--- src/rtl/smachine_pkg.sv ---
// Shared S-Machine definitions: bus widths, fetch FSM states and the
// instruction field layout used by both the fetch stage and the core.
package smachine_pkg;

    localparam int ADDR_W = 8;
    localparam int INST_W = 16;

    // Instruction fields: [15:12] opcode, [11:8] register, [7:0] immediate/target
    localparam int OPC_MSB = 15;
    localparam int OPC_LSB = 12;
    localparam int REG_MSB = 11;
    localparam int REG_LSB = 8;
    localparam int IMM_MSB = 7;
    localparam int IMM_LSB = 0;

    typedef enum logic [1:0] {
        IDLE  = 2'd0,
        WAIT  = 2'd1,
        ISSUE = 2'd2,
        FAULT = 2'd3
    } fetch_state_t;

    function automatic logic [OPC_MSB-OPC_LSB:0] opcode_of(input logic [INST_W-1:0] word);
        return word[OPC_MSB:OPC_LSB];
    endfunction

endpackage

--- src/rtl/fetch_timeout_ctr.sv ---
// Wait-cycle timer for the fetch stage: synchronous clear, increment, and a
// terminal-count flag raised when the count reaches TIMEOUT-1.
module fetch_timeout_ctr #(
    parameter int TIMEOUT = 16
) (
    input  logic clk,
    input  logic rst,
    input  logic clr,
    input  logic inc,
    output logic tc
);

    localparam logic [7:0] TC_VAL = 8'(TIMEOUT - 1);

    logic [7:0] count_q;
    logic [7:0] count_d;

    always_comb begin
        count_d = count_q;
        if (clr) begin
            count_d = 8'd0;
        end else if (inc) begin
            count_d = count_q + 8'd1;
        end
    end

    always_ff @(posedge clk or posedge rst) begin
        if (rst) begin
            count_q <= 8'd0;
        end else begin
            count_q <= count_d;
        end
    end

    assign tc = (count_q == TC_VAL);

endmodule

--- src/rtl/inst_fetch_unit.sv ---
// Instruction fetch stage for the S-Machine core: fetches one word per PC over
// req/ack and strobes it into the core. Optional step gating: INST_FETCH_STEP_EN.
module inst_fetch_unit #(
    parameter int ADDR_W  = smachine_pkg::ADDR_W,
    parameter int INST_W  = smachine_pkg::INST_W,
    parameter int TIMEOUT = 16
) (
    input  logic              clk,
    input  logic              rst,
`ifdef INST_FETCH_STEP_EN
    input  logic              step,
`endif
    input  logic              run,
    input  logic [ADDR_W-1:0] pc,
    output logic              imem_req,
    output logic [ADDR_W-1:0] imem_addr,
    input  logic              imem_ack,
    input  logic [INST_W-1:0] imem_data,
    output logic [INST_W-1:0] inst,
    output logic              enable,
    output logic              fault,
    output logic [15:0]       retired
);

    import smachine_pkg::*;

    fetch_state_t      state_q, state_d;
    logic              imem_req_q, imem_req_d;
    logic [ADDR_W-1:0] imem_addr_q, imem_addr_d;
    logic [INST_W-1:0] inst_q, inst_d;
    logic              enable_q, enable_d;
    logic              fault_q, fault_d;
    logic [15:0]       retired_q, retired_d;
    logic              tmr_clr, tmr_inc, tmr_tc;
    logic              start_fetch;

`ifdef INST_FETCH_STEP_EN
    // Edges arriving outside IDLE are lost because the edge lasts one cycle.
    logic step_q, step_d;

    always_comb step_d = step;

    always_ff @(posedge clk or posedge rst) begin
        if (rst) begin
            step_q <= 1'b0;
        end else begin
            step_q <= step_d;
        end
    end

    always_comb start_fetch = run & step & ~step_q;
`else
    always_comb start_fetch = run;
`endif

    fetch_timeout_ctr #(
        .TIMEOUT (TIMEOUT)
    ) u_timeout (
        .clk (clk),
        .rst (rst),
        .clr (tmr_clr),
        .inc (tmr_inc),
        .tc  (tmr_tc)
    );

    always_comb begin
        state_d     = state_q;
        imem_req_d  = imem_req_q;
        imem_addr_d = imem_addr_q;
        inst_d      = inst_q;
        enable_d    = 1'b0;
        fault_d     = fault_q;
        retired_d   = retired_q;
        tmr_clr     = 1'b0;
        tmr_inc     = 1'b0;

        case (state_q)
            IDLE: begin
                if (start_fetch) begin
                    imem_addr_d = pc;
                    imem_req_d  = 1'b1;
                    tmr_clr     = 1'b1;
                    state_d     = WAIT;
                end
            end
            WAIT: begin
                // An ack on the last permitted cycle still completes the fetch.
                if (imem_ack) begin
                    inst_d     = imem_data;
                    imem_req_d = 1'b0;
                    enable_d   = 1'b1;
                    state_d    = ISSUE;
                end else if (tmr_tc) begin
                    imem_req_d = 1'b0;
                    fault_d    = 1'b1;
                    state_d    = FAULT;
                end else begin
                    tmr_inc = 1'b1;
                end
            end
            ISSUE: begin
                retired_d = retired_q + 16'd1;
                state_d   = IDLE;
            end
            FAULT: begin
                state_d = FAULT;
            end
            default: begin
                state_d = IDLE;
            end
        endcase
    end

    always_ff @(posedge clk or posedge rst) begin
        if (rst) begin
            state_q     <= IDLE;
            imem_req_q  <= 1'b0;
            imem_addr_q <= '0;
            inst_q      <= '0;
            enable_q    <= 1'b0;
            fault_q     <= 1'b0;
            retired_q   <= 16'd0;
        end else begin
            state_q     <= state_d;
            imem_req_q  <= imem_req_d;
            imem_addr_q <= imem_addr_d;
            inst_q      <= inst_d;
            enable_q    <= enable_d;
            fault_q     <= fault_d;
            retired_q   <= retired_d;
        end
    end

    assign imem_req  = imem_req_q;
    assign imem_addr = imem_addr_q;
    assign inst      = inst_q;
    assign enable    = enable_q;
    assign fault     = fault_q;
    assign retired   = retired_q;

endmodule

--- config.mk ---
export PLATFORM = sky130hd
export DESIGN_NAME = inst_fetch_unit
export DESIGN_NICKNAME = d
export VERILOG_FILES = /design/src/rtl/smachine_pkg.sv /design/src/rtl/fetch_timeout_ctr.sv /design/src/rtl/inst_fetch_unit.sv
export SDC_FILE = /design/constraint.sdc
export NUM_CORES = 1
export LEC_CHECK = 0
export ABC_AREA = 1
export ABC_CLOCK_PERIOD_IN_PS = 3800
export CORE_MARGIN = 1.5
export CORE_UTILIZATION = 35
export DETAILED_ROUTE_END_ITERATION = 10
export HOLD_SLACK_MARGIN = 0.02
export PLACE_DENSITY = 0.61
export REMOVE_ABC_BUFFERS = 1
export SLEW_MARGIN = 20
export SYNTH_ARGS = -nofsm -noshare
export SYNTH_HDL_FRONTEND = slang
export SYNTH_SLANG_ARGS = --single-unit
--- constraint.sdc ---
create_clock -name clk -period 3.8 [get_ports clk]
set_input_delay 1.14 -clock clk [delete_from_list [all_inputs] [get_ports clk]]
set_output_delay 1.14 -clock clk [all_outputs]
set_load 0.005 [all_outputs]
==> results of run 1 <==
## report_power, final
part           switching [W]  leakage [nW]  internal [W]  total [W]
combinational       0.000343         0.922      0.000419   0.000762
sequential          0.000150         0.686      0.000748   0.000898
clock               0.000186        0.0385      0.000131   0.000317
## cells by family after synthesis
logic type               count (synthesis)
AO/OA/AOI/OAI                            9
flip-flops                              53
multiplexers                             1
XOR/XNOR                                13
adder cells (fa/ha/maj)                  2
AND/OR/NAND/NOR                        169
buffers and inverters                   24
## cell type report
type,instances,share of cell area
flip-flops and latches,53,0.394
well taps,96,0.0357
multi-input cells,194,0.307
clock inverters,1,0.00223
repair buffers,73,0.215
inverters,20,0.0223
clock buffers,7,0.0227
## cell usage in the layout (no fill, tap or decap), drive strengths merged
| cell type | netlist | final |
|---|---|---|
| nor3 | 3 | 3 |
| a21oi | 1 | 1 |
| nor2 | 28 | 28 |
| inv | 20 | 20 |
| nand4 | 5 | 5 |
| xor2 | 9 | 9 |
| a21o | 1 | 1 |
| dfrtp | 53 | 53 |
| xnor2 | 4 | 4 |
| clkinvlp | 0 | 1 |
| ha | 2 | 2 |
| o21ai | 5 | 5 |
| nand2 | 119 | 119 |
| mux2 | 1 | 1 |
| buf | 4 | 3 |
| clkdlybuf4s50 | 0 | 70 |
| clkbuf | 0 | 7 |
| nand3 | 11 | 11 |
| nand3b | 3 | 3 |
| o21bai | 2 | 2 |
## sequential cells by signal, summed over array words and instances (netlist names)
signal,cells
u_timeout.count_q,8
enable,1
imem_req,1
inst,16
state_q,2
imem_addr,8
fault,1
retired,16
## stage by stage
| stage | worst slack [ps] | power [W] |
|---|---|---|
| 2_1_floorplan | 1070 | 0.00124 |
| 5_1_grt | 1320 | 0.00213 |
| 3_5_place_dp | 1150 | 0.00168 |
| 6_report | 1380 | 0.00198 |
| 4_1_cts | 1340 | 0.00201 |
| 3_3_place_gp | 1200 | 0.00167 |
## worst min path at each step
stage,from,end,slack [ps],depth (start not counted)
finish,fault$_DFFE_PP0P_,fault$_DFFE_PP0P_,480,1
global route,inst[15]$_DFFE_PP0P_,inst[15]$_DFFE_PP0P_,500,2
CTS,inst[9]$_DFFE_PP0P_,inst[9]$_DFFE_PP0P_,480,2
detailed placement,inst[9]$_DFFE_PP0P_,inst[9]$_DFFE_PP0P_,460,2
global placement,inst[9]$_DFFE_PP0P_,inst[9]$_DFFE_PP0P_,450,2
floorplan,fault$_DFFE_PP0P_,fault$_DFFE_PP0P_,450,1
## routing by layer
layer	wire length, µm	track usage	vias to the layer above
met4	40	0.0528	0
met2	2450	0.243	50
li1	-	-	982
met1	2360	0.190	911
met3	235	0.0343	2
met5	0	0	-
==> out/results.ini, run 1 <==
[cells_and_area]
num-fill-cells = 663
nNetsFinal = 377
seqCellArea_mm2 = 0.00133
stdcell_area_mm2 = 0.00336
utilization = 0.495
finalNonFillerCells = 444
diodes = 0
syn2layout_area_growth_pct = 37.0
drive_gt1_frac = 0.101
multi_input_area_mm2 = 0.00103

[floorplan]
die_area_mm2 = 0.00753
rows = 30
die_w_um = 86.8
ioPinCount = 71
core_mm2 = 0.00679
start_util = 0.361
die_h_um = 86.8

[synthesis]
synth.distinct_cells = 27
synth_area_mm2 = 0.00245
synthMuxAreaShare = 0.00459
synth_compound_area_frac = 0.0214
syn_area_per_cell_um2 = 9.06
yosysSeqAreaShare = 0.540
synth_top_area_share = 0.540
yosys.cell_count.top_type = nand2_1
yosysWarnings = 0
syn_inst = 271
synthTopCellsByArea = dfrtp_1 (54%), nand2_1 (18%), nor2_8 (3.3%)
yosys.area_share.adder = 0.0102
synth_xor_area_frac = 0.0525
synth_top_family_by_area = simple AND/OR/NAND/NOR gates
ys.flop_type = dfrtp_1
synth_top_cell_by_area = dfrtp_1
async_reset_ff_frac = 1.00
synth_simple_gate_area_frac = 0.330
synth_seq_cells = 53
synth_edf_count = 0
synthTopCellsByCount = nand2_1 (115), dfrtp_1 (53), nor2_1 (18)

[pwr]
peakVddDrop_uv = 263
p_leak_nw = 1.65
pwr_density_cell_mw_per_mm2 = 588

[global_routing]
gr-total-overflow = 0
grt_pass1_vias = 1907
antenna_found_initial = 0
grt_usage = 0.147
grt_pass1_wl_um = 8740
grt_max_degree = 21

[place]
routabilityCongestion = 0.798
dpl.cell_count = 436
placed_cell_area_mm2 = 0.00328
dpl.hpwl_um = 3740
io_buffers = 70

[worst_hold_path]
hold_class = flip-flop to flip-flop

[worst_setup_path]
crit_required_ps = 2660
endpoint = retired[11]
slowest_stage = clkdlybuf4s50_1
crit_buf_inv = 1
cp_cell_sequence = clkdlybuf4s50_1
crit_family = buffers and inverters
critical_path_class = flip-flop to primary output
worstSetupPathDepth = 1
slowest_delay_ps = 530
ff2ff_setup_slack_ps = 2250
r2r-end = u_timeout.count_q[3]$_DFFE_PP0P_
arrival_ps = 1280
setup.worst_path.end_class = primary output
rr_worst_depth = 5
worst_setup_path_start_kind = flip-flop
cp-startpoint = retired[11]$_DFFE_PP0P_
r2r_start = state_q[1]$_DFFE_PP0P_
path_max_fanout = 4

[route]
wl_um = 5090
first_iter_violations = 71
vias = 1945
detail_route.first_pass.iterations = 4
viasPerCell = 4.38
drc = 0
antenna_left = 0
routedWlPerCell_um = 11.5

[clocking]
cts.clk_slew.worst_paths_ps = 90
cts_buffers = 5
insertion_delay_ps = 300
cts_resized = 0
clock_sinks = 53
htree_num_levels = 2
root_buffer = clkbuf_8
hold_buffers = 0
post_cts_buffers = 0
clk_path_buf_depth = 2
cts_tree = yes

[timing]
slew_violations = 0
whs_ps = 475
slew_headroom = 0.653
period_needed_ps = 2420
rsz0062_at_grt = no
fmax_mhz = 413
worst-slew-pin-transition_ps = 517
tns_ps = 0
clock_skew_ps = 4.18
post-route-period-util = 0.637
finalSetupViolCount = 0
hold_viol = 0

[run]
max-cap-violations = 0

[outcome]
status = finished, final reports clean

No activity file was read; power rests on OpenSTA's default activity.
==> run 2, diff against run 1 <==
ABC_CLOCK_PERIOD_IN_PS = 2300   (was 3800)
clock period = 2.3 ns   (was 3.8 ns; I/O delays follow)
==> out/results.ini, run 2 (synthesis gave the netlist of run 1 again) <==
[route]
vias = 1946
viasPerCell = 4.38
wl_um = 5160
detail_route.first_pass.iterations = 4
first_iter_violations = 80
routedWlPerCell_um = 11.6
antenna_left = 0
drc = 0

[timing]
slew_headroom = 0.808
post-route-period-util = 0.859
fmax_mhz = 506
tns_ps = 0
rsz0062_at_grt = no
hold_viol = 0
slew_violations = 0
clock_skew_ps = 10.0
worst-slew-pin-transition_ps = 288
finalSetupViolCount = 0
fin_ws_ps = 324
period_needed_ps = 1980

[clocking]
cts_resized = 0
clk_path_buf_depth = 2
cts_tree = yes
clock_sinks = 53
cts_buffers = 5
hold_buffers = 0
insertion_delay_ps = 310
htree_num_levels = 2
root_buffer = clkbuf_8
post_cts_buffers = 0
cts.clk_slew.worst_paths_ps = 100

[pwr]
power.internal_w = 0.00218
swShare = 0.340
peakVddDrop_uv = 494
pwr-share-clk = 0.169
p_seq_frac = 0.448
p_comb_frac = 0.383
p_switching_w = 0.00112
pwr_density_cell_mw_per_mm2 = 975
p_leak_nw = 1.66

[worst_setup_path]
cp_cell_sequence = clkdlybuf4s50_1
slowest_delay_ps = 530
critical_path_class = flip-flop to primary output
crit_buf_inv = 1
r2r_start = u_timeout.count_q[1]$_DFFE_PP0P_
worst_setup_path_start_kind = flip-flop
arrival_ps = 1290
crit_family = buffers and inverters
ff2ff_setup_slack_ps = 870
setup.worst_path.end_class = primary output
crit_required_ps = 1610
slowest_stage = clkdlybuf4s50_1
path_max_fanout = 4
r2r-end = u_timeout.count_q[6]$_DFFE_PP0P_
rr_worst_depth = 7

[global_routing]
grt_pass1_vias = 1923
grt_usage = 0.150
antenna_found_initial = 0
grt_pass1_wl_um = 8940
gr-total-overflow = 0
grt_max_degree = 54

[cells_and_area]
syn2layout_area_growth_pct = 38.0
nNetsFinal = 377
diodes = 0
drive_gt1_frac = 0.106
finalNonFillerCells = 444
stdcell_area_mm2 = 0.00339
layout_commonest_cell = nand2_1
final_cell_mix = nand2_1 (115), clkdlybuf4s50_1 (70), dfrtp_1 (53), nor2_1 (18), inv_1 (13)

[place]
dpl.cell_count = 436
placed_cell_area_mm2 = 0.00329
routabilityCongestion = 0.825
dpl.hpwl_um = 3670
io_buffers = 70
post-place-ws_ps = 398

[run]
max-cap-violations = 0

[floorplan]
die_w_um = 86.8
ioPinCount = 71
core_mm2 = 0.00679
rows = 30
die_area_mm2 = 0.00753
start_util = 0.361
die_h_um = 86.8

[worst_hold_path]
whs_endpoint = inst[3]$_DFFE_PP0P_
min-delay-start = inst[3]$_DFFE_PP0P_
hold_class = flip-flop to flip-flop
hold_depth = 2

[outcome]
status = finished, final reports clean

## run 2: worst max path at each step
stage                            startpoint                          endpoint  slack, ps  cells after the start
floorplan                               run  u_timeout.count_q[7]$_DFFE_PP0P_         20                      5
global placement                        run  u_timeout.count_q[6]$_DFFE_PP0P_        420                      7
detailed placement                 imem_ack  u_timeout.count_q[6]$_DFFE_PP0P_        400                      7
CTS                 retired[11]$_DFFE_PP0P_                       retired[11]        310                      1
global route        retired[11]$_DFFE_PP0P_                       retired[11]        280                      1
finish               retired[9]$_DFFE_PP0P_                        retired[9]        320                      1
## run 2: stage by stage
step                total power, W  hold slack (ps)   util
global placement           0.00277              454  0.484
floorplan                  0.00205              451      -
CTS                        0.00335              482  0.499
global route               0.00356              496  0.499
finish                     0.00330              479  0.499
detailed placement         0.00279              457  0.484
## run 2: tightest hold or removal path, cell delays in order, from the launching register on
cell     delay (ps)
dfrtp_1         360
nand2_1          50
nand2_1          40
## run 2: power by group through the flow
| stage | combinational, W | clock (W) | sequential (W) |
|---|---|---|---|
| 2_1_floorplan | 0.000573 | 0 | 0.00148 |
| 3_3_place_gp | 0.00127 | 0 | 0.00150 |
| 3_5_place_dp | 0.00130 | 0 | 0.00149 |
| 4_1_cts | 0.00130 | 0.000571 | 0.00148 |
| 5_1_grt | 0.00142 | 0.000608 | 0.00153 |
| 6_report | 0.00127 | 0.000557 | 0.00148 |
## run 2: final cells by class
class	instances	area, µm²
fill	666	3410
sequential	53	1330
multi-input combinational	194	1030
timing repair buffer	73	736
tap	96	120
clock buffer	6	82.6
inverter	20	75.1
clock inverter	2	13.8
## run 2: metal layers
layer | vias up | global-route usage | part of all wire
met1 | 895 | 0.195 | 0.46
met5 | - | 0 | 0
li1 | 989 | - | -
met4 | 0 | 0.0660 | 0.019
met2 | 55 | 0.246 | 0.47
met3 | 7 | 0.0267 | 0.044
==> run 3, diff against run 2 <==
CORE_UTILIZATION = 45   (was 35)
PLACE_DENSITY = 0.75   (was 0.61)
==> out/results.ini, run 3 (synthesis gave the netlist of run 1 again) <==
[route]
first_iter_violations = 78
wl_um = 4900
drc = 0
detail_route.first_pass.iterations = 4
antenna_left = 0
routedWlPerCell_um = 11.7
vias = 1949
viasPerCell = 4.66

[worst_hold_path]
hold_depth = 1
hold_class = flip-flop to flip-flop
min-delay-start = fault$_DFFE_PP0P_
whs_endpoint = fault$_DFFE_PP0P_

[floorplan]
die_w_um = 76.9
start_util = 0.475
core_mm2 = 0.00517
rows = 26
ioPinCount = 71
die_area_mm2 = 0.00591
die_h_um = 76.9

[worst_setup_path]
rr_worst_depth = 7
slowest_delay_ps = 540
crit_buf_inv = 1
crit_family = buffers and inverters
cp_cell_sequence = clkdlybuf4s50_1
r2r_start = u_timeout.count_q[1]$_DFFE_PP0P_
path_max_fanout = 4
ff2ff_setup_slack_ps = 930
slowest_stage = clkdlybuf4s50_1
r2r-end = u_timeout.count_q[1]$_DFFE_PP0P_
critical_path_class = flip-flop to primary output
worstSetupPathDepth = 1
crit_required_ps = 1610
worst_setup_path_start_kind = flip-flop
setup.worst_path.end_class = primary output
arrival_ps = 1300

[global_routing]
grt_max_degree = 54
grt_usage = 0.181
gr-total-overflow = 0
grt_pass1_wl_um = 8450
busiest_layer = met2
antenna_found_initial = 0
grt_pass1_vias = 1866
use_met3 = 0.0405
met1_usage = 0.227
use_met2 = 0.296

[timing]
worst-slew-pin-transition_ps = 275
slew_headroom = 0.817
post-route-period-util = 0.866
hold_viol = 0
tns_ps = 0
finalSetupViolCount = 0
fmax_mhz = 502
clock_skew_ps = 5.68
whs_ps = 466
slew_violations = 0
rsz0062_at_grt = no
period_needed_ps = 1990

[pwr]
peakVddDrop_uv = 579
p_leak_nw = 1.65
pwr_density_cell_mw_per_mm2 = 975

[clocking]
clk_path_buf_depth = 2
cts_buffers = 5
post_cts_buffers = 0
clock_sinks = 53
cts.clk_slew.worst_paths_ps = 100
insertion_delay_ps = 300
htree_num_levels = 2
root_buffer = clkbuf_8
hold_buffers = 0
cts_resized = 0
cts_tree = yes

[cells_and_area]
finalNonFillerCells = 418
drive_gt1_frac = 0.101
diodes = 0
final_cell_mix = nand2_1 (115), clkdlybuf4s50_1 (70), dfrtp_1 (53), nor2_1 (18), inv_1 (13)
stdcell_area_mm2 = 0.00334
nNetsFinal = 377
syn2layout_area_growth_pct = 36.1
utilization = 0.646
layout_commonest_cell = nand2_1

[place]
dpl.cell_count = 410
io_buffers = 70
placed_cell_area_mm2 = 0.00326
dpl.hpwl_um = 3630
routabilityCongestion = 0.831

[outcome]
status = finished, final reports clean

[run]
max-cap-violations = 0

## run 3: worst max-delay path by stage
stage                                       end  slack [ps]                     from
2_1_floorplan  u_timeout.count_q[7]$_DFFE_PP0P_          20                      run
3_3_place_gp   u_timeout.count_q[6]$_DFFE_PP0P_         390                 imem_ack
3_5_place_dp   u_timeout.count_q[1]$_DFFE_PP0P_         370                 imem_ack
4_1_cts                             retired[11]         280  retired[11]$_DFFE_PP0P_
5_1_grt                             retired[11]         240  retired[11]$_DFFE_PP0P_
6_report                            retired[11]         310  retired[11]$_DFFE_PP0P_
## run 3: per-layer routing
metal,vias up,part of all wire
met5,-,0
met4,0,0.019
met3,7,0.055
met2,58,0.49
met1,897,0.43
li1,987,-
## run 3: per-stage QoR
step | setup WS (ps) | power (W)
3_5_place_dp | 368 | 0.00278
5_1_grt | 240 | 0.00349
2_1_floorplan | 17.5 | 0.00205
3_3_place_gp | 389 | 0.00275
6_report | 307 | 0.00326
4_1_cts | 284 | 0.00330
## run 3: layout make-up
type | instances | area [µm²]
Clock buffer | 7 | 76.3
Clock inverter | 1 | 7.51
Fill cell | 442 | 1830
Inverter | 20 | 75.1
Multi-Input combinational cell | 194 | 1030
Sequential cell | 53 | 1330
Tap cell | 70 | 87.6
Timing Repair Buffer | 73 | 736
## run 3: power by group
part / switching, W / leakage [nW] / internal [W] / total (W)
clock: 0.000295 / 0.0385 / 0.000216 / 0.000511
sequential: 0.000241 / 0.686 / 0.00124 / 0.00148
combinational: 0.000570 / 0.927 / 0.000700 / 0.00127
total: 0.00111 / 1.65 / 0.00215 / 0.00326
